--- config.mk ---
export PLATFORM = sky130hd
export DESIGN_NAME = toggle_handshake_sender
export DESIGN_NICKNAME = d
export VERILOG_FILES = /design/src/rtl/toggle_handshake_sender.sv
export SDC_FILE = /design/constraint.sdc
export NUM_CORES = 1
export LEC_CHECK = 0
export ABC_AREA = 1
export CORE_UTILIZATION = 39
export CTS_BUF_LIST = sky130_fd_sc_hd__clkbuf_16
export CTS_CLUSTER_SIZE = 14
export DETAILED_ROUTE_END_ITERATION = 16
export GPL_TIMING_DRIVEN = 0
export PLACE_DENSITY = 0.75
export SYNTH_ARGS = -nofsm -noshare
export SYNTH_HDL_FRONTEND = slang
export SYNTH_SLANG_ARGS = --single-unit
--- constraint.sdc ---
create_clock -name clk -period 1.1 [get_ports clk]
set_input_delay 0.22 -clock clk [delete_from_list [all_inputs] [get_ports clk]]
set_output_delay 0.22 -clock clk [all_outputs]
set_load 0.005 [all_outputs]
--- src/rtl/toggle_handshake_sender.sv ---
// Source half of a toggle-handshake CDC: latches a word, flips toggle_out, waits for the synchronized ack.
// Optional ack wait limit enabled by defining ACK_TIMEOUT_EN.
module toggle_handshake_sender #(
  parameter int DATA_WIDTH     = 8,
  parameter int SYNC_STAGES    = 2,
  parameter int TIMEOUT_CYCLES = 1024
) (
  input  logic                  clk,
  input  logic                  rst,
  input  logic                  in_valid,
  input  logic [DATA_WIDTH-1:0] in_data,
  output logic                  in_ready,
  output logic [DATA_WIDTH-1:0] data_out,
  output logic                  toggle_out,
  input  logic                  ack_toggle,
  output logic                  done,
  output logic                  overrun,
  output logic                  timeout
);

  if (SYNC_STAGES < 2 || SYNC_STAGES > 4) begin : g_bad_sync
    $error("SYNC_STAGES must be between 2 and 4");
  end
  if (TIMEOUT_CYCLES < 2) begin : g_bad_timeout
    $error("TIMEOUT_CYCLES must be at least 2");
  end

  typedef enum logic {
    IDLE     = 1'b0,
    WAIT_ACK = 1'b1
  } state_t;

  state_t                 state;
  logic [SYNC_STAGES-1:0] sync_q;
  logic                   ack_s;

  always_ff @(posedge clk) begin
    if (rst) begin
      sync_q <= '0;
    end else begin
      sync_q <= {sync_q[SYNC_STAGES-2:0], ack_toggle};
    end
  end

  assign ack_s    = sync_q[SYNC_STAGES-1];
  assign in_ready = (state == IDLE);

`ifdef ACK_TIMEOUT_EN
  localparam int CNT_W = $clog2(TIMEOUT_CYCLES);
  localparam logic [CNT_W-1:0] CNT_LAST = CNT_W'(TIMEOUT_CYCLES - 1);

  logic [CNT_W-1:0] wait_cnt;

  always_ff @(posedge clk) begin
    if (rst) begin
      state      <= IDLE;
      data_out   <= '0;
      toggle_out <= 1'b0;
      done       <= 1'b0;
      overrun    <= 1'b0;
      timeout    <= 1'b0;
      wait_cnt   <= '0;
    end else begin
      done    <= 1'b0;
      timeout <= 1'b0;
      if (in_valid && !in_ready) begin
        overrun <= 1'b1;
      end
      case (state)
        IDLE: begin
          if (in_valid) begin
            data_out   <= in_data;
            toggle_out <= ~toggle_out;
            wait_cnt   <= '0;
            state      <= WAIT_ACK;
          end
        end
        WAIT_ACK: begin
          // an ack arriving on the last allowed cycle wins over the timeout
          if (ack_s == toggle_out) begin
            done  <= 1'b1;
            state <= IDLE;
          end else if (wait_cnt == CNT_LAST) begin
            timeout <= 1'b1;
            state   <= IDLE;
          end else begin
            wait_cnt <= wait_cnt + 1'b1;
          end
        end
        default: state <= IDLE;
      endcase
    end
  end
`else
  assign timeout = 1'b0;

  always_ff @(posedge clk) begin
    if (rst) begin
      state      <= IDLE;
      data_out   <= '0;
      toggle_out <= 1'b0;
      done       <= 1'b0;
      overrun    <= 1'b0;
    end else begin
      done <= 1'b0;
      if (in_valid && !in_ready) begin
        overrun <= 1'b1;
      end
      case (state)
        IDLE: begin
          if (in_valid) begin
            data_out   <= in_data;
            toggle_out <= ~toggle_out;
            state      <= WAIT_ACK;
          end
        end
        WAIT_ACK: begin
          if (ack_s == toggle_out) begin
            done  <= 1'b1;
            state <= IDLE;
          end
        end
        default: state <= IDLE;
      endcase
    end
  end
`endif

endmodule

=== Yosys cells after proc, flatten, opt, wreduce, memory -nomap -nowiden ===
Index checks and enable logic that the tools add are counted.

* Add/sub/neg operators: 0
* Multiply operators: 0
* Divide/modulo/power cells: 0
* $lt $le $gt $ge: 0
* Equal/unequal tests: 1
* Shift operators: 0
* Muxes and demuxes: 4
* Bitwise operators: 2
* Reduce and logical (&&, ||, !) cells: 3

{| class="wikitable"
|+ Operator list
! operator !! number
|-
| two-way mux 1 bit || 3
|-
| inverter 1 bit || 2
|-
| one-hot mux 1 bit (2 select lines) || 1
|-
| AND reduction 2 bit || 1
|-
| OR reduction 2 bit || 1
|-
| == test 1 bit || 1
|-
| logical AND 1 bit || 1
|}

* Register bits after elaboration: 14
* Latch bits: 0
* Bits in writable memories: 0
* Memory bits (read-only): 0
* Input bits: 12
* Output and inout port bits: 13
* Memories: 0

=== Depth between registers and ports, before layout ===
* Word-level depth: 3
* Mapped depth: 5

=== Worst setup path after synthesis ===
No wires, ideal clock.

* Kind: flip-flop to flip-flop
* Start: register state
* End: register data_out[0]
* Library setup time: 0.062 ns
* Data arrival time: 0.737 ns
* Required time: 1.038 ns
* Slack: 0.301 ns
* Stages on the path, launching flop included: 4
* Cells stage by stage: dfxtp_1 -> nor2_2 -> nor2_1 -> nor2_2

* Longest elaborated chain between the ends: 2

{| class="wikitable"
|+ Ends and longest elaborated chain
! what !! line !! RTL
|-
| from (decl) || 33 || <nowiki>state_t state;</nowiki>
|-
| from (signal assigned) || 99 || <nowiki>state <= IDLE;</nowiki>
|-
| from (signal assigned) || 114 || <nowiki>state <= WAIT_ACK;</nowiki>
|-
| from (signal assigned) || 120 || <nowiki>state <= IDLE;</nowiki>
|-
| inverter 1 bit || -- ||
|-
| AND reduction 2 bit (no source line) || -- ||
|-
| to (signal assigned) || 112 || <nowiki>data_out <= in_data;</nowiki>
|-
| to (decl) || 13 || <nowiki>output logic [DATA_WIDTH-1:0] data_out,</nowiki>
|}

Every way passes these cells.
A chain may end at the register's enable or synchronous reset.

=== Final worst setup path ===
* Start: register state
* End: output port in_ready

* Longest elaborated chain between the ends: 1

{| class="wikitable"
|+ Ends and longest elaborated chain
! what !! line !! RTL
|-
| inverter 1 bit || -- ||
|-
| to (decl) || 12 || <nowiki>output logic in_ready,</nowiki>
|}

Every way passes these cells.

==> summary.txt <==
Status: complete, but fails checks
Failing checks: negative setup slack
Die height: 40.29 µm
GPL Wtd Cong: 0.6682
DRT iter0 DRCs: 3
Reg-to-Reg Start: state
Core area: 1334 µm²
HP Class: register to register
WP data arrival: 0.90 ns
Post-layout util: 67.54%
Post-Layout Cell Count: 115
Fin crit share: 101.4%
Reg2reg setup slack: 0.25 ns
Total global-route track usage: 17.24%
Switching power: 319.9 µW
Hold Path Origin: sync_q[0]
Worst hold path endpoint: sync_q[1]
Synthesized area: 571.8 µm²
Required @ worst endpoint: 0.88 ns
#FFs+latches synth: 14
DRC: 0
Worst setup path category: register to output pin
Crit. End Element: output pin
Die ar.: 1623 µm²
Routed len/inst: 10.35 µm
LEAKAGE: 0.0004335 µW
Rows: 13
Post-route antenna net violation count: 0
Top Ports: 25
Buffers on Ports: 23
Drt first pass iters: 4
Clock buffer count from CTS: 3
Seq pwr share: 39.0%
Hold_ws: 0.4020 ns
Diode count: 0
Via Count: 529
CTS tree: built
Final setup margin: -0.01550 ns
Gr ovfl total: 0
Layout cells sized above 1: 19.00%
Horiz. Die Dim: 40.29 µm
Peak supply drop: 1202 µV
Placed insts: 111
H-tree levels: 1
Register area share after synthesis: 49.02%
Worst hold path depth: 2
HPWL Detailed: 826.2 µm
Setup-failing EPs final: 1
Largest net degree at the start of global routing: 11
Startpoint types: register
First-pass GRT wire length: 1766 µm
CTS max path bufs: 2
Cell internal pwr: 1154 µW
Nets@finish: 113
Gate Count Post-Synth: 73
Clk_skew: 0.001840 ns
Period minus WS final: 1.116 ns
Length in cells of the worst reg-to-reg path: 5
PwrDens: 1637 nW/µm²
Area grow syn2layout: 57.55%
Number of synthesized flops with an enable pin: 0
Clk pin slew, worst setup/hold paths: 0.04 ns
Setup TNS: -0.01550 ns
Final wirelength: 1190 µm
Max Freq: 896.5 MHz
Worst-skew pair later-pin latency: 0.24 ns
Biggest area consumer among synthesized cells: dfxtp_1
Vias in the first global route: 408
Initial antenna violation count: 0
Area of the multi-input gates: 242.7 µm²
Synth cell count leaders: dfxtp_1, nor2_1, nand2_1
Clock power share: 45.6%
Synth cell types: 13
Top cell type's share of synthesized area: 49.02%
Unrepaired setup endpoints after global routing: yes
Root Driver: clkbuf_16
Synth Warn #: 0
Syn_area_per_cell: 7.833 µm²
Synth area leaders: dfxtp_1, nand3b_1, nor2_2
Comb power frac: 15.4%
Fillers: 122
Final Hold Vio Count: 0
Ys async rst share: 0%
Reg2reg end: data_out[5]
Dpl ws: -0.2255 ns
Net Count, Synth: 85
Vias/cell: 4.600
CP max FO: 10
CTS sink cnt: 14
Post-synth top flop: dfxtp_1
Initial Utilization: 42.87%
Switching share of power: 21.70%
Total of max-cap violations: 0
Sequential cell area: 285.3 µm²
Slew Limit Fails: 0
## worst max-delay path, stage by stage (launching register included)
cell and delay [ns]:
dfxtp_4 0.38, inv_4 0.04, buf_6 0.13, buf_6 0.11
## layout by cell type (no fill, tap or decap), drive strengths merged, types with 2 or more instances in the layout
master	instances
nand3b	8
buf	4
inv	8
clkdlybuf4s50	11
nand3	2
a21oi	2
nor2	23
clkbuf	3
dlygate4sd2	10
dfxtp	14
nand2	12
## cells by family after synthesis
| logic type | count (synthesis) | share of synthesized area, % |
|---|---|---|
| compound gates | 2 | 1.751 |
| buf+inv | 11 | 9.409 |
| flops | 14 | 49.02 |
| other cells | 1 | 0.6558 |
| simple gates | 45 | 39.17 |
## worst max-delay path by stage
stage,start,end,slack (ns),depth (start not counted)
floorplan,state,data_out[0],0.30,3
global placement,in_valid,data_out[5],-0.23,5
detailed placement,in_valid,data_out[6],-0.23,5
CTS,state,in_ready,-0.1,3
global route,state,in_ready,-0.04,3
finish,state,in_ready,-0.02,3
## registers in the layout, indices dropped and copies added, names as in the netlist
register	cells
data_out	8
done	1
overrun	1
state	1
sync_q	2
toggle_out	1
## area by class of cell
cell class | instances | share of cell area (%)
Tap cell | 15 | 2.083
Inverter | 8 | 3.611
Timing Repair Buffer | 23 | 24.31
Clock inverter | 1 | 0.4167
Sequential cell | 14 | 31.67
Clock buffer | 3 | 8.333
Multi-Input combinational cell | 48 | 26.94
Buffer | 3 | 2.639
## routing by layer
| layer | part of all wire, % | global-route usage [%] | vias up |
|---|---|---|---|
| li1 | - | - | 272 |
| met1 | 46 | 19.80 | 235 |
| met2 | 46 | 26.61 | 18 |
| met3 | 6.6 | 7.222 | 4 |
| met4 | 1.8 | 10.00 | 0 |
| met5 | 0 | 0 | - |
## power by group through the flow
stage	combinational [µW]	clock [µW]	sequential [µW]
floorplan	112	0	584
global placement	241	0	581
detailed placement	243	0	583
CTS	223	689	574
global route	253	717	580
finish	227	673	575
## metrics by stage
| stage | instance area (µm²) | total power [µW] |
|---|---|---|
| floorplan | 571.8 | 696.2 |
| detailed placement | 820.8 | 826.8 |
| global placement | 820.8 | 822.1 |
| CTS | 888.4 | 1485 |
| finish | 900.9 | 1474 |
| global route | 900.9 | 1550 |
## what timing repair did
| action | 4_1_cts | 5_1_grt |
|---|---|---|
| gates resized for setup | 15 | 6 |
| endpoints found under the setup margin | 12 | 11 |
| setup buffers | 0 | 0 |
| hold buffers | 0 | 0 |
Note: power is estimated with default switching activity, not from simulation.
